--- src/rtl/alu_share_arbiter_if.sv ---
// Bus bundle between the ALU share arbiter, its two requesters, the ALU and
// the response consumer. The slave modport is the arbiter's view; the master
// modport is the surrounding environment's view.
interface alu_share_arbiter_if #(
  parameter int unsigned DATA_W = 32,
  parameter int unsigned OP_W   = 4
);
  // Requester 0 (main pipeline)
  logic              req0_valid;
  logic              req0_ready;
  logic [OP_W-1:0]   req0_op;
  logic [DATA_W-1:0] req0_a;
  logic [DATA_W-1:0] req0_b;
  logic [1:0]        req0_cmp;
  // Requester 1 (branch/address unit)
  logic              req1_valid;
  logic              req1_ready;
  logic [OP_W-1:0]   req1_op;
  logic [DATA_W-1:0] req1_a;
  logic [DATA_W-1:0] req1_b;
  logic [1:0]        req1_cmp;
  // Shared ALU
  logic [DATA_W-1:0] alu_a;
  logic [DATA_W-1:0] alu_b;
  logic [OP_W-1:0]   alu_op;
  logic [1:0]        alu_cmp;
  logic [DATA_W-1:0] alu_result;
  logic              alu_zero;
  // Response
  logic              rsp_valid;
  logic              rsp_ready;
  logic              rsp_id;
  logic [DATA_W-1:0] rsp_result;
  logic              rsp_zero;

  modport slave (
    input  req0_valid, req0_op, req0_a, req0_b, req0_cmp,
    input  req1_valid, req1_op, req1_a, req1_b, req1_cmp,
    input  alu_result, alu_zero, rsp_ready,
    output req0_ready, req1_ready,
    output alu_a, alu_b, alu_op, alu_cmp,
    output rsp_valid, rsp_id, rsp_result, rsp_zero
  );

  modport master (
    output req0_valid, req0_op, req0_a, req0_b, req0_cmp,
    output req1_valid, req1_op, req1_a, req1_b, req1_cmp,
    output alu_result, alu_zero, rsp_ready,
    input  req0_ready, req1_ready,
    input  alu_a, alu_b, alu_op, alu_cmp,
    input  rsp_valid, rsp_id, rsp_result, rsp_zero
  );
endinterface

--- src/rtl/alu_share_arbiter.sv ---
// Round-robin share of one combinational ALU between two requesters.
// Operands are captured on accept and drive the ALU from registers for one
// EXEC cycle; the ALU outputs are registered and returned on a valid/ready
// response tagged with the requester id.
module alu_share_arbiter #(
  parameter int unsigned DATA_W = 32,
  parameter int unsigned OP_W   = 4
) (
  input logic                clk,
  input logic                rst_n,
  alu_share_arbiter_if.slave bus
);

  localparam logic [1:0] IDLE = 2'd0;
  localparam logic [1:0] EXEC = 2'd1;
  localparam logic [1:0] RESP = 2'd2;

  logic [1:0]        state_q, state_d;
  logic              last_grant_q, last_grant_d;
  logic [OP_W-1:0]   op_q, op_d;
  logic [DATA_W-1:0] a_q, a_d;
  logic [DATA_W-1:0] b_q, b_d;
  logic [1:0]        cmp_q, cmp_d;
  logic              id_q, id_d;
  logic              rsp_id_q, rsp_id_d;
  logic [DATA_W-1:0] rsp_result_q, rsp_result_d;
  logic              rsp_zero_q, rsp_zero_d;

  logic any_valid;
  logic grant_id;
  logic window;
  logic accept;

  // Arbitration: a tie goes to the requester that did not win last time.
  always_comb begin
    any_valid = bus.req0_valid | bus.req1_valid;
    if (bus.req0_valid && bus.req1_valid) begin
      grant_id = ~last_grant_q;
    end else begin
      grant_id = ~bus.req0_valid;
    end
    window = (state_q == IDLE) | ((state_q == RESP) & bus.rsp_ready);
    accept = window & any_valid;
  end

  assign bus.req0_ready = accept & ~grant_id;
  assign bus.req1_ready = accept & grant_id;

  // Next-state, operand capture and result capture.
  always_comb begin
    state_d      = state_q;
    last_grant_d = last_grant_q;
    op_d         = op_q;
    a_d          = a_q;
    b_d          = b_q;
    cmp_d        = cmp_q;
    id_d         = id_q;
    rsp_id_d     = rsp_id_q;
    rsp_result_d = rsp_result_q;
    rsp_zero_d   = rsp_zero_q;

    case (state_q)
      IDLE: if (accept) state_d = EXEC;
      EXEC: state_d = RESP;
      RESP: begin
        if (bus.rsp_ready) state_d = accept ? EXEC : IDLE;
      end
      default: state_d = IDLE;
    endcase

    if (accept) begin
      last_grant_d = grant_id;
      id_d         = grant_id;
      op_d         = grant_id ? bus.req1_op  : bus.req0_op;
      a_d          = grant_id ? bus.req1_a   : bus.req0_a;
      b_d          = grant_id ? bus.req1_b   : bus.req0_b;
      cmp_d        = grant_id ? bus.req1_cmp : bus.req0_cmp;
    end

    // ALU outputs are sampled only at the end of the EXEC cycle.
    if (state_q == EXEC) begin
      rsp_id_d     = id_q;
      rsp_result_d = bus.alu_result;
      rsp_zero_d   = bus.alu_zero;
    end
  end

  // State registers; last_grant resets to 1 so req0 wins the first tie.
  always_ff @(posedge clk or negedge rst_n) begin
    if (!rst_n) begin
      state_q      <= IDLE;
      last_grant_q <= 1'b1;
      op_q         <= '0;
      a_q          <= '0;
      b_q          <= '0;
      cmp_q        <= '0;
      id_q         <= 1'b0;
      rsp_id_q     <= 1'b0;
      rsp_result_q <= '0;
      rsp_zero_q   <= 1'b0;
    end else begin
      state_q      <= state_d;
      last_grant_q <= last_grant_d;
      op_q         <= op_d;
      a_q          <= a_d;
      b_q          <= b_d;
      cmp_q        <= cmp_d;
      id_q         <= id_d;
      rsp_id_q     <= rsp_id_d;
      rsp_result_q <= rsp_result_d;
      rsp_zero_q   <= rsp_zero_d;
    end
  end

  assign bus.alu_a      = a_q;
  assign bus.alu_b      = b_q;
  assign bus.alu_op     = op_q;
  assign bus.alu_cmp    = cmp_q;
  assign bus.rsp_valid  = (state_q == RESP);
  assign bus.rsp_id     = rsp_id_q;
  assign bus.rsp_result = rsp_result_q;
  assign bus.rsp_zero   = rsp_zero_q;

endmodule
--- src/flat_wrapper.sv ---
// flat-port wrapper written by rule: the top's interface ports become plain ports
module alu_share_arbiter_flat 
#(
  parameter int unsigned DATA_W = 32,
  parameter int unsigned OP_W   = 4
)
  (clk, rst_n, bus_req0_valid, bus_req0_op, bus_req0_a, bus_req0_b, bus_req0_cmp, bus_req1_valid, bus_req1_op, bus_req1_a, bus_req1_b, bus_req1_cmp, bus_alu_result, bus_alu_zero, bus_rsp_ready, bus_req0_ready, bus_req1_ready, bus_alu_a, bus_alu_b, bus_alu_op, bus_alu_cmp, bus_rsp_valid, bus_rsp_id, bus_rsp_result, bus_rsp_zero);
  alu_share_arbiter_if #(.DATA_W(DATA_W), .OP_W(OP_W)) bus_i ();
  input logic clk;
  input logic rst_n;
  input wire logic [$bits(bus_i.req0_valid)-1:0] bus_req0_valid;
  input wire logic [$bits(bus_i.req0_op)-1:0] bus_req0_op;
  input wire logic [$bits(bus_i.req0_a)-1:0] bus_req0_a;
  input wire logic [$bits(bus_i.req0_b)-1:0] bus_req0_b;
  input wire logic [$bits(bus_i.req0_cmp)-1:0] bus_req0_cmp;
  input wire logic [$bits(bus_i.req1_valid)-1:0] bus_req1_valid;
  input wire logic [$bits(bus_i.req1_op)-1:0] bus_req1_op;
  input wire logic [$bits(bus_i.req1_a)-1:0] bus_req1_a;
  input wire logic [$bits(bus_i.req1_b)-1:0] bus_req1_b;
  input wire logic [$bits(bus_i.req1_cmp)-1:0] bus_req1_cmp;
  input wire logic [$bits(bus_i.alu_result)-1:0] bus_alu_result;
  input wire logic [$bits(bus_i.alu_zero)-1:0] bus_alu_zero;
  input wire logic [$bits(bus_i.rsp_ready)-1:0] bus_rsp_ready;
  output wire logic [$bits(bus_i.req0_ready)-1:0] bus_req0_ready;
  output wire logic [$bits(bus_i.req1_ready)-1:0] bus_req1_ready;
  output wire logic [$bits(bus_i.alu_a)-1:0] bus_alu_a;
  output wire logic [$bits(bus_i.alu_b)-1:0] bus_alu_b;
  output wire logic [$bits(bus_i.alu_op)-1:0] bus_alu_op;
  output wire logic [$bits(bus_i.alu_cmp)-1:0] bus_alu_cmp;
  output wire logic [$bits(bus_i.rsp_valid)-1:0] bus_rsp_valid;
  output wire logic [$bits(bus_i.rsp_id)-1:0] bus_rsp_id;
  output wire logic [$bits(bus_i.rsp_result)-1:0] bus_rsp_result;
  output wire logic [$bits(bus_i.rsp_zero)-1:0] bus_rsp_zero;
  assign bus_i.req0_valid = bus_req0_valid;
  assign bus_i.req0_op = bus_req0_op;
  assign bus_i.req0_a = bus_req0_a;
  assign bus_i.req0_b = bus_req0_b;
  assign bus_i.req0_cmp = bus_req0_cmp;
  assign bus_i.req1_valid = bus_req1_valid;
  assign bus_i.req1_op = bus_req1_op;
  assign bus_i.req1_a = bus_req1_a;
  assign bus_i.req1_b = bus_req1_b;
  assign bus_i.req1_cmp = bus_req1_cmp;
  assign bus_i.alu_result = bus_alu_result;
  assign bus_i.alu_zero = bus_alu_zero;
  assign bus_i.rsp_ready = bus_rsp_ready;
  assign bus_req0_ready = bus_i.req0_ready;
  assign bus_req1_ready = bus_i.req1_ready;
  assign bus_alu_a = bus_i.alu_a;
  assign bus_alu_b = bus_i.alu_b;
  assign bus_alu_op = bus_i.alu_op;
  assign bus_alu_cmp = bus_i.alu_cmp;
  assign bus_rsp_valid = bus_i.rsp_valid;
  assign bus_rsp_id = bus_i.rsp_id;
  assign bus_rsp_result = bus_i.rsp_result;
  assign bus_rsp_zero = bus_i.rsp_zero;
  alu_share_arbiter #(.DATA_W(DATA_W), .OP_W(OP_W)) u_core (.clk(clk), .rst_n(rst_n), .bus(bus_i));
endmodule
--- config.mk ---
export PLATFORM = sky130hd
export DESIGN_NAME = alu_share_arbiter_flat
export DESIGN_NICKNAME = d
export VERILOG_FILES = /design/src/rtl/alu_share_arbiter_if.sv /design/src/rtl/alu_share_arbiter.sv /design/src/flat_wrapper.sv
export SDC_FILE = /design/constraint.sdc
export NUM_CORES = 1
export LEC_CHECK = 0
export ABC_AREA = 1
export CORE_UTILIZATION = 36
export CTS_BUF_LIST = sky130_fd_sc_hd__clkbuf_4
export CTS_CLUSTER_DIAMETER = 100
export DETAILED_ROUTE_END_ITERATION = 10
export GPL_ROUTABILITY_DRIVEN = 0
export PLACE_DENSITY_LB_ADDON = 0.25
export SYNTH_ARGS = -nofsm -noshare
export SYNTH_HDL_FRONTEND = slang
export SYNTH_SLANG_ARGS = --single-unit
--- constraint.sdc ---
create_clock -name clk -period 1.3 [get_ports clk]
set_input_delay 0.26 -clock clk [delete_from_list [all_inputs] [get_ports clk]]
set_output_delay 0.26 -clock clk [all_outputs]
set_load 0.02 [all_outputs]
After elaboration in Yosys (flattened, before gate mapping)
Cells that the tools add are included.
W data, S select, Z words.

storage, ports and cells
  register bits = 108
  bits of input ports = 178
  output and inout bits = 107
  word-level logic and storage cells = 35

cells by class
  eq/ne operators = 4
  muxes and demuxes = 9
  bitwise gates (word level) = 9
  reductions and logical operators = 3

operator list
  kind                  count
  $mux W32              2
  $mux W2               3
  $pmux W2 S3           1
  $and A1 B1 Y1         4
  $mux W4               1
  $not A1 Y1            3
  $eq A2 B1 Y1 const B  1
  $eq A2 B2 Y1 const B  1
  $logic_not A2 Y1      1
  $mux W1               2
  $ne A2 B1 Y1 const B  1
  $ne A2 B2 Y1 const B  1
  $or A1 B1 Y1          2
  $reduce_and A2 Y1     1
  $logic_and A1 B1 Y1   1

Logic depth before layout (Yosys ltp)
Gate-level depths: netlist (run 1).

  depth in word-level cells = 7
  depth in mapped cells = 8
  mapped depth without buffers = 7

Worst setup path after synthesis (run 1)
Ideal clock, no wire load.

  path kind = register -> output
  start point = register u_core.last_grant_q
  end point = output bus_req0_ready
  data arrival time = 1.220 ns
  required time = 1.040 ns
  slack = -0.180 ns
  cell stages (with the launch flop) = 6
  path buffers = 1
  cells stage by stage = dfstp_2 > inv_1 > nand2_2 > nand2_2 > buf_2 > nor2_1

between the ends
  word-level cells in the longest chain between the ends = 4

ends and longest elaborated chain
  item                      line                      source
  start: declaration        alu_share_arbiter.sv:19   logic last_grant_q, last_grant_d;
  start signal: assignment  alu_share_arbiter.sv:103  last_grant_q <= last_grant_d;
  $not A1 Y1                alu_share_arbiter.sv:38   grant_id = ~last_grant_q;
  $mux W1                   alu_share_arbiter.sv:37   if (bus.req0_valid && bus.req1_valid) begin
  $not A1 Y1                alu_share_arbiter.sv:46   assign bus.req0_ready = accept & ~grant_id;
  $and A1 B1 Y1             alu_share_arbiter.sv:46
  end: declaration          flat_wrapper.sv:24        output wire logic [$bits(bus_i.req0_ready)-1:0] bus_req0_ready;

Every way passes these cells.

Final worst setup path (run 1)
  start point = register u_core.last_grant_q
  end point = output bus_req1_ready

between the ends
  word-level cells in the longest chain between the ends = 3

ends and longest elaborated chain
  item              line                     source
  $not A1 Y1        alu_share_arbiter.sv:38
  $mux W1           alu_share_arbiter.sv:37
  $and A1 B1 Y1     alu_share_arbiter.sv:47  assign bus.req1_ready = accept & grant_id;
  end: declaration  flat_wrapper.sv:25       output wire logic [$bits(bus_i.req1_ready)-1:0] bus_req1_ready;

Every way passes these cells.

==> results of run 1 <==
[where the power goes]
group	total, mW	leakage (nW)	switching, mW	internal, mW
logic	12.7	3.64	6.20	6.47
registers	6.14	1.34	1.18	4.96
clock network	1.92	0.0845	1.11	0.816
[flip-flops by register name (all words and copies together) (netlist names)]
register               flops
u_core.bus.rsp_id          1
u_core.bus.rsp_result     32
u_core.state_q             2
u_core.bus.alu_b          32
u_core.bus.alu_a          32
u_core.id_q                1
u_core.bus.alu_op          4
u_core.bus.rsp_zero        1
u_core.bus.alu_cmp         2
u_core.last_grant_q        1
[cell usage after synthesis (2+ instances only)]
library cell	number	share of area, %
sky130_fd_sc_hd__buf_2	22	2.1
sky130_fd_sc_hd__nand2_1	424	31
sky130_fd_sc_hd__dfrtp_1	107	52
sky130_fd_sc_hd__buf_6	8	1.7
sky130_fd_sc_hd__buf_4	3	0.44
sky130_fd_sc_hd__nor2_1	5	0.36
sky130_fd_sc_hd__nand3_1	104	10
sky130_fd_sc_hd__inv_1	3	0.22
sky130_fd_sc_hd__nand2_2	3	0.36
sky130_fd_sc_hd__clkbuf_1	12	0.87
sky130_fd_sc_hd__buf_1	2	0.15
[per-layer routing]
layer / part of all wire (%) / vias to the layer above / track usage, %
met1: 40 / 2713 / 28.9
met5: 0 / - / 0
met4: 1.8 / 0 / 11.0
li1: - / 2871 / -
met3: 6.7 / 22 / 6.18
met2: 51 / 223 / 44.0
[cell usage in the layout, fill, tap and decap left out, types with 2 or more instances in the layout]
master and instances:
sky130_fd_sc_hd__nand2_2 10, sky130_fd_sc_hd__nor2_4 3, sky130_fd_sc_hd__buf_4 62, sky130_fd_sc_hd__buf_16 6, sky130_fd_sc_hd__nand2_4 5, sky130_fd_sc_hd__buf_12 13
sky130_fd_sc_hd__nand3_1 101, sky130_fd_sc_hd__inv_2 4, sky130_fd_sc_hd__bufinv_16 2, sky130_fd_sc_hd__dfrtp_1 107, sky130_fd_sc_hd__clkbuf_4 11, sky130_fd_sc_hd__buf_8 2
sky130_fd_sc_hd__nand2_1 412, sky130_fd_sc_hd__buf_6 113, sky130_fd_sc_hd__diode_2 3, sky130_fd_sc_hd__clkbuf_16 11, sky130_fd_sc_hd__nand3_2 3, sky130_fd_sc_hd__clkdlybuf4s50_1 175
[cells by family (layout without fill, tap and decap cells)]
kind of cell    count (synthesis)  count (layout)
compound gates                  1               1
flops                         108             108
other cells                     0               3
buf+inv                        52             406
simple gates                  536             536
[worst register-to-register path, stage by stage, from the launching register on]
cell and delay [ns]:
sky130_fd_sc_hd__dfstp_2 0.57, sky130_fd_sc_hd__inv_2 0.04, sky130_fd_sc_hd__nand2_4 0.07, sky130_fd_sc_hd__nand2_4 0.07, sky130_fd_sc_hd__buf_4 0.16, sky130_fd_sc_hd__buf_12 0.14
sky130_fd_sc_hd__buf_4 0.14, sky130_fd_sc_hd__clkbuf_16 0.16, sky130_fd_sc_hd__nand2_1 0.06, sky130_fd_sc_hd__nand2_1 0.05, sky130_fd_sc_hd__nand2_1 0.05, sky130_fd_sc_hd__nand2_1 0.06
[layout make-up]
cell class,count,area [um^2]
multi-input cells,537,2250
fillers,1144,4300
flip-flops and latches,108,2700
diodes,3,7.51
repair buffers,385,4270
clock buffers,11,82.6
well taps,180,225
inverters,5,21.3
clock inverters,5,76.3
[final timing paths]
kind	start	end	depth (start not counted)
max	u_core.last_grant_q$_DFFE_PN1N_	bus_req1_ready	6
min	rst_n	u_core.bus.rsp_result[21]$_DFFE_PN0N_	2
max reg2reg	u_core.last_grant_q$_DFFE_PN1N_	u_core.bus.alu_b[23]$_DFFE_PN0N_	11
min reg2reg	u_core.last_grant_q$_DFFE_PN1N_	u_core.last_grant_q$_DFFE_PN1N_	2
max in group asynchronous	rst_n	u_core.bus.rsp_result[2]$_DFFE_PN0N_	3
min in group clk	bus_req0_valid	u_core.bus.alu_b[21]$_DFFE_PN0N_	6
[repair_timing]
action | in CTS | in global routing
cloned | 7 | 11
hold endpoints to repair | 100 | 0
endpoints found under the setup margin | 213 | 214
pin swaps | 6 | 9
setup buffers | 22 | 38
gates resized for setup | 670 | 43
hold buffers | 1 | 0
==> results.toml, run 1 <==
[sta]
grt_setup_unrepaired = "true"
report.final.setup_viol = 89
min_period_ns = 1.69
achievable-frequency_ghz = 0.593
fin_hold_ws_ns = 0.213
final.period_utilization_pct = 130
finalSetupTns_ns = -19.65
tightest_slew_ns = 0.559
finalHoldViolCount = 0
maxSlewHeadroom_pct = 62.7
slew_violations = 0
worst_path_setup_slack_after_routing_ns = -0.387
finalClockSkew_ns = 0.0215

[cts]
tritoncts = "yes"
tritoncts.num_buffers = 9
clkLatencyLatePin_ns = 0.48
cts-root-buf = "sky130_fd_sc_hd__clkbuf_4"
cts_max_level = 3
max-clock-path-buffers = 2
cts.clk_slew.worst_paths_ns = 0.16
cts_num_sinks = 108

[setup_path]
worst_ep_arrival_time_ns = 1.43
regToRegSetupSlack_ns = -0.36
endpoint_kind = "primary output"
critPathMostFrequentCell = "sky130_fd_sc_hd__nand2_4"
critPathRequiredTime_ns = 1.04
path_buf_inv = 3
cp_max_fo = 3
path_delay_family = "flip-flops"
max_stage_delay_ns = 0.57
start_kind = "flip-flop"
worstPathCellList = "inv_2 > nand2_4 > nand2_4 > nand2_4 > inv_2 > buf_6"
timing.critical_path.slowest_stage_cell = "sky130_fd_sc_hd__dfstp_2"
timing_worst_setup_path_type = "reg2out"

[synth]
post_synth.cell_area_avg_um2 = 7.39
yosys_warnings = 0
syn-cell-area_mm2 = 0.00515
syn-instance-count = 697
synth_xor_xnor_area_share_pct = 0
share_of_synthesized_cell_area_in_and_or_nand_and_nor_gates_pct = 41.7
synthAdderAreaFrac_pct = 0
synth_seq_cells = 108
async_flop_share_pct = 100
synthMuxAreaShare_pct = 0
netlist-cell-type-count = 15
synth_sequential_area_ratio_pct = 52.5
synth_top_flop_cell = "sky130_fd_sc_hd__dfrtp_1"
synth_top_family_by_area = "simple AND/OR/NAND/NOR gates"
syn_nets = 875
post_synth_edffs = 0
synthesized_area_fraction_occupied_by_ao_oa_aoi_and_oai_cells_pct = 0.0971

[routing]
vias = 5829
drt-total-wl_um = 19700
route.antenna.remaining_nets = 0
drtIter0Drc = 325
detail_route.first_pass.iterations = 5
route.detailed.drc = 0
route.detailed.wl_per_inst_um = 15.9
drt-vias-per-instance = 4.72

[die]
io_pins = 285
die_width_um = 122
floorplan.die.height_um = 122
area_of_the_core_region_mm2 = 0.0139
initial_utilization_pct = 37.0
std_cell_rows = 43
die_area_mm2 = 0.0148

[global_route]
globalRoute.totalOverflow = 0
grt_pass1_wl_um = 28200
first_global_vias = 5556
antenna_violations_before_repair = 3
grt_max_degree = 72
grtUsageTotal_pct = 25.1

[min_path]
hold_class = "in2async"

[final_layout]
area_growth_pct = 86.9
final-instance-count-excl-fill = 1234
finish.net_count = 1224
final_core_util_pct = 69.1
finish.instance_area_mm2 = 0.00963
share_of_cells_above_drive_strength_1_pct = 24.0

[power_and_ir_drop]
total_leakage_power_nw = 5.06
post-layout-total-power_mw = 20.7
max-vdd-ir-drop_v = 0.000964
pwr_density_cell_mw_per_mm2 = 2150

[placed_design]
placedCellCount = 1139
place_worst_setup_slack_ns = -0.756
placed_cell_area_mm2 = 0.00817
placement.io_buffers = 284
detailedPlacementHpwl_um = 11800

[status]
failed_checks = "negative setup slack"
outcome = "finished with violations"

[job]
drv.max_cap_violation_count = 0
Power figures use the tool's default switching activity.
==> run 2: changes to the inputs <==
- CORE_UTILIZATION: 36 -> 40
- SLEW_MARGIN: default -> 30
- clock period: 1.3 -> 1.7 ns (I/O delays scaled with it)
==> run 2 against run 1 <==
Compared with the run above: the flow still finishes with violations (negative setup slack); design area is 15% lower; clock power is 39% lower; count of clock-buffer cells in the layout is 1 lower; critical path depth stayed put; die area is 9.8% lower; clock skew is 0.0053 ns higher; wire length is 16% lower; power is 41% lower; worst hold slack better by 0.13 ns; first-iteration DRC count is 12% lower; via count is 6.9% lower.
==> results.toml, run 2 (synthesized netlist as in run 1, its figures left out) <==
[status]
outcome = "finished with violations"
failed_checks = "negative setup slack"

[power_and_ir_drop]
max-vdd-ir-drop_v = 0.000714
pwr_density_cell_mw_per_mm2 = 1500
pwr-share-comb_pct = 54.6
p_sw_mw = 5.67
post-layout-total-power_mw = 12.2
total_leakage_power_nw = 4.44
clock_power_share_pct = 9.6
power.internal_mw = 6.57
switching_share_pct = 46.3
p_seq_share_pct = 35.8

[final_layout]
final_common_cell = "sky130_fd_sc_hd__nand2_1"
num-fill-cells = 1183
share_of_cells_above_drive_strength_1_pct = 5.95
finish.net_count = 1148
area_growth_pct = 58.8
num_antenna_cells = 0
mostFrequentLayoutCells = "sky130_fd_sc_hd__nand2_1 (423), sky130_fd_sc_hd__clkdlybuf4s50_1 (175), sky130_fd_sc_hd__dfrtp_1 (107)"
finish.instance_area_mm2 = 0.00819
final-instance-count-excl-fill = 1147

[die]
die_area_mm2 = 0.0133
io_pins = 285
initial_utilization_pct = 41.0
area_of_the_core_region_mm2 = 0.0126
die_width_um = 116
std_cell_rows = 41
floorplan.die.height_um = 116

[job]
drv.max_cap_violation_count = 0

[setup_path]
cp_max_fo = 4
start_kind = "flip-flop"
critPathRequiredTime_ns = 1.36
regToRegSetupSlack_ns = 0.14
endpoint_kind = "primary output"
timing_worst_setup_path_type = "reg2out"
worst_ep_arrival_time_ns = 1.43

[sta]
slew_violations = 0
report.final.setup_viol = 2
maxSlewHeadroom_pct = 63.6
min_period_ns = 1.77
finalSetupTns_ns = -0.116
worst_path_setup_slack_after_routing_ns = -0.0674
final.period_utilization_pct = 104
grt_setup_unrepaired = "true"
finalClockSkew_ns = 0.0268
finalHoldViolCount = 0
achievable-frequency_ghz = 0.566
tightest_slew_ns = 0.546

[routing]
drtIter0Drc = 287
route.antenna.remaining_nets = 0
drt-vias-per-instance = 4.73
route.detailed.wl_per_inst_um = 14.4
route.detailed.drc = 0
detail_route.first_pass.iterations = 4
vias = 5425
drt-total-wl_um = 16500

[cts]
cts_max_level = 3
clkLatencyLatePin_ns = 0.46
tritoncts.num_buffers = 9
tritoncts = "yes"
cts-root-buf = "sky130_fd_sc_hd__clkbuf_4"
max-clock-path-buffers = 2
cts.clk_slew.worst_paths_ns = 0.18
cts_num_sinks = 108

[placed_design]
placement.io_buffers = 284
placed_cell_area_mm2 = 0.00812
placedCellCount = 1128
place_worst_setup_slack_ns = -0.498
detailedPlacementHpwl_um = 11600

[global_route]
grtUsageTotal_pct = 24.9
grt_pass1_wl_um = 25700
first_global_vias = 5112
antenna_violations_before_repair = 0
grt_max_degree = 72
globalRoute.totalOverflow = 0

[min_path]
hold_class = "in2async"
-- run 2: changes by cell type in the layout (fill, tap and decap cells not counted), moves of 6 or more --
cell and delta:
sky130_fd_sc_hd__buf_16 -6, sky130_fd_sc_hd__clkbuf_16 -11, sky130_fd_sc_hd__buf_4 -41, sky130_fd_sc_hd__dlygate4sd2_1 +104, sky130_fd_sc_hd__nand2_2 -10, sky130_fd_sc_hd__nand2_1 +11
sky130_fd_sc_hd__buf_12 -11, sky130_fd_sc_hd__buf_6 -109
-- run 2: per-layer routing --
layer | routed length (um) | vias to the layer above | track usage [%]
met3 | 1260 | 29 | 5.96
met2 | 7940 | 203 | 41.8
met1 | 6870 | 2481 | 30.6
met5 | 0 | - | 0
met4 | 434 | 0 | 11.0
li1 | - | 2712 | -
-- run 2: worst max-delay path, cell delays in order (launching register included) --
cell and delay, ns:
sky130_fd_sc_hd__dfstp_2 0.57, sky130_fd_sc_hd__inv_2 0.04, sky130_fd_sc_hd__nand2_4 0.06, sky130_fd_sc_hd__nand2_4 0.07
sky130_fd_sc_hd__nand2_4 0.08, sky130_fd_sc_hd__inv_2 0.03, sky130_fd_sc_hd__buf_6 0.12
-- run 2: timing repair --
action	4_1_cts	5_1_grt
pin swaps	5	6
setup endpoints to repair	138	73
endpoints found under the hold margin	29	0
hold buffers	1	0
setup buffers	1	2
resized for setup	123	17
-- run 2: power groups by stage --
stage,Sequential (mW),Clock (mW),Combinational (mW)
6_report,4.38,1.18,6.68
5_1_grt,4.53,1.30,7.31
4_1_cts,4.39,1.22,6.65
2_1_floorplan,5.91,0,2.44
3_3_place_gp,4.44,0,7.35
3_5_place_dp,4.47,0,7.46
-- run 2: metrics by stage --
| stage | hold slack [ns] | utilization (%) |
|---|---|---|
| floorplan | 0.0444 | - |
| global placement | 0.332 | 64.6 |
| global route | 0.366 | 65.1 |
| detailed placement | 0.330 | 64.6 |
| CTS | 0.334 | 64.6 |
| finish | 0.348 | 65.1 |
-- run 2: cell type report --
type                            count  area [um^2]  area share, %
Inverter                            5         21.3          0.260
Tap cell                          172          215           2.63
Clock buffer                       10         75.1          0.917
Sequential cell                   108         2700           33.0
Multi-Input combinational cell    537         2200           26.8
Timing Repair Buffer              309         2930           35.8
Clock inverter                      6         38.8          0.474
-- run 2: worst paths after layout --
path                                                      start                               endpoint  cells past startpoint
setup / recovery                u_core.last_grant_q$_DFFE_PN1N_                         bus_req1_ready                      6
hold / removal                                            rst_n       u_core.bus.alu_a[25]$_DFFE_PN0N_                      2
setup reg to reg                u_core.last_grant_q$_DFFE_PN1N_       u_core.bus.alu_b[29]$_DFFE_PN0N_                      7
hold reg to reg            u_core.bus.rsp_result[0]$_DFFE_PN0N_   u_core.bus.rsp_result[0]$_DFFE_PN0N_                      2
max in group asynchronous                                 rst_n        u_core.last_grant_q$_DFFE_PN1N_                      3
min in group clk                             bus_alu_result[31]  u_core.bus.rsp_result[31]$_DFFE_PN0N_                      3
==> run 3: changes to the inputs <==
- ABC_CLOCK_PERIOD_IN_PS: default -> 1700
- HOLD_SLACK_MARGIN: default -> 0.03
==> results of run 3 <==
The final DEF is identical to that of run 2; final timing and power are the same.
